==> config.mk <==
export PLATFORM = sky130hd
export DESIGN_NAME = max_search_ctrl_flat
export DESIGN_NICKNAME = d
export VERILOG_FILES = /design/src/rtl/max_search_ctrl_if.sv /design/src/rtl/max_search_ctrl.sv /design/src/flat_wrapper.sv
export SDC_FILE = /design/constraint.sdc
export NUM_CORES = 1
export LEC_CHECK = 0
export BUFFER_PORTS_ARGS = -buffer_cell sky130_fd_sc_hd__buf_4
export CORE_UTILIZATION = 45
export DETAILED_ROUTE_END_ITERATION = 6
export GPL_TIMING_DRIVEN = 0
export PLACE_DENSITY = 0.74
export SLEW_MARGIN = 15
export SYNTH_ARGS = -nofsm -noshare
export SYNTH_HDL_FRONTEND = slang
export SYNTH_SLANG_ARGS = --single-unit
==> constraint.sdc <==
create_clock -name clk -period 2 [get_ports clk]
set_input_delay 0.3 -clock clk [delete_from_list [all_inputs] [get_ports clk]]
set_output_delay 0.3 -clock clk [all_outputs]
set_load 0.005 [all_outputs]
==> src/rtl/max_search_ctrl_if.sv <==
// Start/sample/result bundle between a sample source, max_search_ctrl and its consumer.
// master drives commands and samples and takes results; slave is the controller side.
interface max_search_ctrl_if #(
  parameter int unsigned CNT_W = 8
);
  logic             start;
  logic [CNT_W-1:0] len;
  logic             abort;
  logic             s_valid;
  logic             s_ready;
  logic [9:0]       s_data;
  logic             busy;
  logic             res_valid;
  logic             res_ready;
  logic [9:0]       res_max;
  logic [CNT_W-1:0] res_idx;
  logic             res_empty;

  modport master (
    output start, len, abort, s_valid, s_data, res_ready,
    input  s_ready, busy, res_valid, res_max, res_idx, res_empty
  );

  modport slave (
    input  start, len, abort, s_valid, s_data, res_ready,
    output s_ready, busy, res_valid, res_max, res_idx, res_empty
  );
endinterface

==> src/rtl/max_search_ctrl.sv <==
// Streams a burst of 10-bit samples through one strict greater-than comparator and
// returns the maximum and the index of its first occurrence.
module max_search_ctrl #(
  parameter int unsigned CNT_W = 8
) (
  input logic              clk,
  input logic              rst_n,
  max_search_ctrl_if.slave bus
);

  typedef enum logic [1:0] {
    StIdle   = 2'b00,
    StAccum  = 2'b01,
    StResult = 2'b10
  } state_e;

  state_e           state_q;
  logic [CNT_W-1:0] len_q;
  logic [CNT_W-1:0] cnt_q;
  logic [CNT_W-1:0] idx_q;
  logic [9:0]       max_q;
  logic             s_ready_q;
  logic             busy_q;
  logic             res_valid_q;
  logic             empty_q;

  // The single comparator: A = incoming sample, B = running maximum.
  logic greaterthan;
  assign greaterthan = bus.s_data > max_q;

  logic last_sample;
  assign last_sample = (cnt_q == len_q - CNT_W'(1));

  always_ff @(posedge clk or negedge rst_n) begin
    if (!rst_n) begin
      state_q     <= StIdle;
      len_q       <= '0;
      cnt_q       <= '0;
      idx_q       <= '0;
      max_q       <= '0;
      s_ready_q   <= 1'b0;
      busy_q      <= 1'b0;
      res_valid_q <= 1'b0;
      empty_q     <= 1'b0;
    end else begin
      unique case (state_q)
        StIdle: begin
          if (bus.start) begin
            len_q  <= bus.len;
            cnt_q  <= '0;
            busy_q <= 1'b1;
            if (bus.len == '0) begin
              state_q     <= StResult;
              max_q       <= '0;
              idx_q       <= '0;
              empty_q     <= 1'b1;
              res_valid_q <= 1'b1;
            end else begin
              state_q   <= StAccum;
              empty_q   <= 1'b0;
              s_ready_q <= 1'b1;
            end
          end
        end
        StAccum: begin
          if (bus.abort) begin
            state_q   <= StIdle;
            s_ready_q <= 1'b0;
            busy_q    <= 1'b0;
          end else if (bus.s_valid && s_ready_q) begin
            if (cnt_q == '0 || greaterthan) begin
              max_q <= bus.s_data;
              idx_q <= cnt_q;
            end
            cnt_q <= cnt_q + CNT_W'(1);
            if (last_sample) begin
              state_q     <= StResult;
              s_ready_q   <= 1'b0;
              res_valid_q <= 1'b1;
            end
          end
        end
        StResult: begin
          if (bus.res_ready) begin
            state_q     <= StIdle;
            res_valid_q <= 1'b0;
            busy_q      <= 1'b0;
          end
        end
        default: begin
          state_q     <= StIdle;
          s_ready_q   <= 1'b0;
          busy_q      <= 1'b0;
          res_valid_q <= 1'b0;
        end
      endcase
    end
  end

  // abort must block acceptance in its own cycle, so it gates the registered ready.
  assign bus.s_ready   = s_ready_q & ~bus.abort;
  assign bus.busy      = busy_q;
  assign bus.res_valid = res_valid_q;
  assign bus.res_max   = max_q;
  assign bus.res_idx   = idx_q;
  assign bus.res_empty = empty_q;

endmodule

==> src/flat_wrapper.sv <==
// flat-port wrapper written by rule: the top's interface ports become plain ports
module max_search_ctrl_flat 
#(
  parameter int unsigned CNT_W = 8
)
  (clk, rst_n, bus_start, bus_len, bus_abort, bus_s_valid, bus_s_data, bus_res_ready, bus_s_ready, bus_busy, bus_res_valid, bus_res_max, bus_res_idx, bus_res_empty);
  max_search_ctrl_if #(.CNT_W(CNT_W)) bus_i ();
  input logic clk;
  input logic rst_n;
  input wire logic [$bits(bus_i.start)-1:0] bus_start;
  input wire logic [$bits(bus_i.len)-1:0] bus_len;
  input wire logic [$bits(bus_i.abort)-1:0] bus_abort;
  input wire logic [$bits(bus_i.s_valid)-1:0] bus_s_valid;
  input wire logic [$bits(bus_i.s_data)-1:0] bus_s_data;
  input wire logic [$bits(bus_i.res_ready)-1:0] bus_res_ready;
  output wire logic [$bits(bus_i.s_ready)-1:0] bus_s_ready;
  output wire logic [$bits(bus_i.busy)-1:0] bus_busy;
  output wire logic [$bits(bus_i.res_valid)-1:0] bus_res_valid;
  output wire logic [$bits(bus_i.res_max)-1:0] bus_res_max;
  output wire logic [$bits(bus_i.res_idx)-1:0] bus_res_idx;
  output wire logic [$bits(bus_i.res_empty)-1:0] bus_res_empty;
  assign bus_i.start = bus_start;
  assign bus_i.len = bus_len;
  assign bus_i.abort = bus_abort;
  assign bus_i.s_valid = bus_s_valid;
  assign bus_i.s_data = bus_s_data;
  assign bus_i.res_ready = bus_res_ready;
  assign bus_s_ready = bus_i.s_ready;
  assign bus_busy = bus_i.busy;
  assign bus_res_valid = bus_i.res_valid;
  assign bus_res_max = bus_i.res_max;
  assign bus_res_idx = bus_i.res_idx;
  assign bus_res_empty = bus_i.res_empty;
  max_search_ctrl #(.CNT_W(CNT_W)) u_core (.clk(clk), .rst_n(rst_n), .bus(bus_i));
endmodule
After elaboration in Yosys (flattened, before gate mapping)
Cells that the tools add are included.
{"block": "word_totals", "latchBits": 0, "elab_cells": 82, "inputBits": 24, "ff_bits": 40, "memories": 0, "ram_bits": 0, "romBits": 0}
{"block": "classes", "n_addsub": 2, "div": 0, "reduce_logical": 13, "shift": 0, "order_cmp": 1, "bitwise": 3, "mux": 40, "n_mul": 0, "eq_ne": 14}
{"operator": "8-bit two-way mux", "count": 8}
{"operator": "10-bit two-way mux", "count": 5}
{"operator": "8-bit one-hot mux with 2 select lines", "count": 2}
{"operator": "10-bit one-hot mux with 2 select lines", "count": 1}
{"operator": "8-bit logical NOT", "count": 2}
{"operator": "1-bit two-way mux", "count": 14}
{"operator": "2-bit two-way mux", "count": 6}
{"operator": "6-bit AND reduction", "count": 2}
{"operator": "10-bit > comparator", "count": 1}
{"operator": "2-bit inequality test, second input constant", "count": 5}
{"operator": "1-bit one-hot mux with 3 select lines", "count": 3}
{"operator": "8-bit by 1-bit adder with 8-bit output, second input constant", "count": 1}
{"operator": "8-bit == test", "count": 1}
{"operator": "2-bit by 1-bit inequality test with 1-bit output, second input constant", "count": 4}
{"operator": "4-bit AND reduction", "count": 2}
{"operator": "8-bit by 1-bit subtractor with 8-bit output, second input constant", "count": 1}
{"operator": "3-bit by 2-bit inequality test with 1-bit output, second input constant", "count": 2}
{"operator": "2-bit one-hot mux with 3 select lines", "count": 1}
{"operator": "5-bit AND reduction", "count": 1}
{"operator": "3-bit AND reduction", "count": 1}
{"operator": "2-bit by 1-bit == test with 1-bit output, second input constant", "count": 1}
{"operator": "2-bit == test, second input constant", "count": 1}
{"operator": "2-bit logical NOT", "count": 1}
{"operator": "1-bit inverter", "count": 2}
{"operator": "other kinds (5)", "count": 5}

Logic depth before layout (Yosys ltp)
{"block": "logic_depth", "word_depth": 6, "depth_mapped": 9}

Worst setup path before layout
No wires, ideal clock.
{"block": "synth_timing", "path_type": "reg-to-reg", "start": "register u_core.max_q[4], in the netlist u_core.bus.res_max[4]", "end": "register u_core.max_q[0], in the netlist u_core.bus.res_max[0]", "stages_incl_launch_ff": 10, "arrival_ns": 1.964, "t_required_ns": 1.879, "path_buffers": 1, "path_slack_ns": -0.085, "setup_time_ns": 0.121, "cell_sequence": "dfrtp_1 > inv_1 > ha_1 > and4_1 > nand3_1 > inv_1 > o311ai_1 > nand3_2 > buf_6 > a22o_1"}
{"block": "synth_between", "elab_chain_len": 4}
{"item": "from (decl)", "line": "max_search_ctrl.sv:21", "text": "logic [9:0] max_q;"}
{"item": "from (signal assigned)", "line": "max_search_ctrl.sv:72", "text": "max_q <= bus.s_data;"}
{"item": "10-bit > comparator", "line": "max_search_ctrl.sv:29", "text": "assign greaterthan = bus.s_data > max_q;"}
{"item": "1-bit logical OR", "line": "max_search_ctrl.sv:71", "text": "if (cnt_q == '0 || greaterthan) begin"}
{"item": "2-bit by 1-bit inequality test with 1-bit output (no source line)"}
{"item": "6-bit AND reduction (no source line)"}
Every way passes these cells.
A chain may end at the register's enable or synchronous reset.

Worst setup path in the final report
{"block": "layout_timing", "start": "register u_core.max_q[3], in the netlist u_core.bus.res_max[3]", "end": "register u_core.max_q[4], in the netlist u_core.bus.res_max[4]"}
The elaborated chain is that of the path after synthesis.

==> impl_metrics.tcl <==
set metrics [dict create \
    yosysTopAreaCell "dfrtp_1" \
    synthAdderAreaFrac_pct 7.14 \
    internal-power_w 0.00233 \
    synth_area_leaders "dfrtp_1 44%, ha_1 7.1%, mux2i_1 4.4%" \
    grtUsageMet1_pct 27.4 \
    ys_seq_area_share_pct 43.9 \
    drive_gt1_share_pct 32.9 \
    die-height_um 73.2 \
    dr.first_iter.drc_count 108 \
    peakVddDrop_mv 0.728 \
    rsz0062_at_grt "true" \
    synth_xor_area_share_pct 5.38 \
    track_usage_pct 21.6 \
    synthCells 226 \
    critPathLaunchType "register" \
    tightest_slew_ns 0.531 \
    leakage_nw 1.44 \
    yosys.cell_types.count 46 \
    synth_area_per_cell_um2 10.1 \
    hpwl_um 3610 \
    rows 25 \
    max_slew_margin_pct 64.6 \
    worstPathMaxFanout 5 \
    grt_pass1_vias 1906 \
    finalCritPeriodShare_pct 107 \
    path_clk_slew_ns 0.08 \
    crit_top_cell "a21o_1" \
    routed_via_density 5.37 \
    io_pins 46 \
    power.total_w 0.00389 \
    synth_edf_count 0 \
    p_comb_share_pct 52.2 \
    synth-simple-area-share_pct 17.6 \
    slowest_stage "dfrtp_1" \
    fin_tns_setup_ns -1.05 \
    met3_usage_pct 4.42 \
    gp_congestion 0.857 \
    ys_ff_latch 40 \
    syn_nets 263 \
    synth_flop_cell "dfrtp_1" \
    grt-busiest-layer "met2" \
    synth_top_family_by_area "simple AND/OR/NAND/NOR gates" \
    utilization_pct 64.2 \
    clockPowerShare_pct 14.3 \
    io_buffers 45 \
    arrival_ns 2.34 \
    drv_cap 0 \
    root_buffer "clkbuf_8" \
    clockBufferDepth 2 \
    hold_violations 0 \
    synth_top_area_share_pct 43.9 \
    fill_cells 407 \
    cts_tree "built" \
    async_reset_ff_share_pct 100 \
    clkSinkCount 40 \
    netlist_area_um2 2280 \
    required_ns 2.21 \
    cp_cell_sequence "inv_2 > ha_4 > a21o_1 > a21o_1 > a221oi_4 > o311ai_4 > nand3_4 > buf_8 > mux2i_1" \
    share_seq_of_total_power_pct 33.5 \
    grt_max_degree 41 \
    yosysWarnings 0 \
    synth_compound_area_share_pct 13.8 \
    grt_pass1_wl_um 8830 \
    grt_use_met2_pct 36.4 \
    wirelength_um 5390 \
    setup_viol 18 \
    endpoint_kind "register" \
    start_util_pct 47.6 \
    hold_path_class "input port to register" \
    cellPowerDensity_nw_per_um2 1260 \
    r2r_slack_ns -0.13 \
    post_drt_wl_per_cell_um 15.0 \
    dp_cells 338 \
    synth_mux_area_share_pct 7.36 \
    period_needed_ns 2.13 \
    drc 0 \
    ant_nets 0 \
    clock.fmax_ghz 0.469 \
    die_area_um2 5350 \
    setup_slack_ns -0.132 \
    drt_pass1_iterations 5 \
    netSwitchingFraction_pct 40.1 \
    core_area_um2 4790 \
    h-tree-depth 2 \
    overflow 0 \
    numCtsBuffers 5 \
    path_class "register to register" \
    clock_skew_ns 0.0118 \
    final_cells 359 \
    p_sw_w 0.00156 \
    nNetsFinal 328 \
    antenna_cells 0 \
    insertion_delay_ns 0.29 \
    cpPeakStageDelay_ns 0.40 \
    die_w_um 73.2 \
    antenna_found_initial 0 \
    status "finished, violations left" \
    violations "negative setup slack" \
    syn_to_final_growth_pct 34.9 \
    finalMaxSlewViolations 0 \
    num_vias 1927 \
]
[cell type report]
class / instances / area (um2) / share of cell area (%)
plain buffers: 8 / 43.8 / 1.43
well taps: 67 / 83.8 / 2.73
clock buffers: 8 / 90.1 / 2.93
repair buffers: 58 / 459 / 14.9
flip-flops and latches: 40 / 1000 / 32.6
inverters: 18 / 67.6 / 2.20
multi-input cells: 160 / 1330 / 43.2
[path summary, 6_finish.rpt]
path	start	to	depth (start not counted)
max	u_core.bus.res_max[3]$_DFFE_PN0P_	u_core.bus.res_max[4]$_DFFE_PN0P_	9
min	bus_len[1]	u_core.len_q[1]$_DFFE_PN0P_	3
max reg2reg	u_core.bus.res_max[3]$_DFFE_PN0P_	u_core.bus.res_max[4]$_DFFE_PN0P_	9
min reg2reg	u_core.bus.res_empty$_DFFE_PN0P_	u_core.bus.res_empty$_DFFE_PN0P_	2
max in group asynchronous	rst_n	u_core.len_q[0]$_DFFE_PN0P_	2
min in group asynchronous	rst_n	u_core.bus.res_max[5]$_DFFE_PN0P_	2
[power groups by stage]
stage                     Combinational, W  Clock (W)  Sequential, W
after floorplan                    0.00113          0        0.00124
final                              0.00203   0.000554        0.00130
after global placement             0.00155          0        0.00128
after global routing               0.00224   0.000598        0.00134
after detailed placement           0.00160          0        0.00128
after CTS                          0.00178   0.000567        0.00127
[registers in the layout, summed over array words and instances (netlist names)]
register              count
u_core.bus.res_max       10
u_core.bus.res_idx        8
u_core.cnt_q              8
u_core.len_q              8
u_core.state_q            2
u_core.bus.busy           1
u_core.bus.res_empty      1
u_core.bus.res_valid      1
u_core.s_ready_q          1
[cells by family (layout without fill, tap and decap cells)]
family / Yosys count / after routing
flops: 40 / 40
simple gates: 70 / 70
buf+inv: 26 / 92
compound gates: 47 / 47
fa+ha+maj: 13 / 13
mux: 16 / 16
xor+xnor: 14 / 14
[cells in the mapped netlist (2+ instances only)]
master and number:
a21o_1 3, a21oi_1 7, a22o_1 10, a31o_1 2, a31oi_1 2, and4_1 2, clkbuf_1 5, dfrtp_1 40
ha_1 13, inv_1 17, mux2_1 6, mux2i_1 10, nand2_1 21, nand2b_1 3, nand3_1 8, nand3_2 2
nand4_1 3, nor2_1 15, nor2b_1 2, nor4_1 2, o211ai_1 2, o21ai_0 5, o21ai_1 10, o31ai_1 2
xnor2_1 8, xor2_1 6
[timing repair]
action / 4_1_cts / 5_1_grt
gates resized for setup: 11 / 18
hold endpoints to repair: 14 / 0
pin swaps: 14 / 12
endpoints found under the setup margin: 20 / 29
hold buffers: 1 / 0
cloned: 0 / 1
setup buffers: 6 / 5
[through the flow]
step	hold slack [ns]	area [um2]	setup WS (ns)
after floorplan	0.00441	2290	0.00538
after global placement	0.308	2710	-0.242
after detailed placement	0.314	2710	-0.304
after CTS	0.229	2930	-0.122
after global routing	0.228	3070	-0.208
final	0.228	3070	-0.132
[metal layers]
layer | share of wire [%] | vias up | wire length, um
met3 | 4.7 | 8 | 255
li1 | - | 934 | -
met4 | 1.3 | 0 | 70
met2 | 51 | 56 | 2750
met1 | 43 | 929 | 2310
met5 | 0 | - | 0
[cells in the final DEF, fill, tap and decap left out, types with 4 or more instances in the layout]
cell and count:
nor2_1 14, ha_4 4, o21ai_0 5, buf_4 55, nand2_1 21, clkbuf_8 6
nand3_1 7, xor2_1 6, inv_2 7, clkbuf_1 7, a21oi_1 6, xnor2_1 8
a22o_1 10, mux2i_1 9, ha_1 8, inv_1 11, o21ai_1 9, dfrtp_1 39
mux2_1 6
[worst max-delay path, delay by kind of cell (launching register included)]
kind	cells	cell delay, ns
fa+ha+maj	1	0.20
mux	1	0.23
compound gates	4	0.85
simple gates	1	0.14
flops	1	0.40
buf+inv	2	0.22
Power figures use the tool's default switching activity.
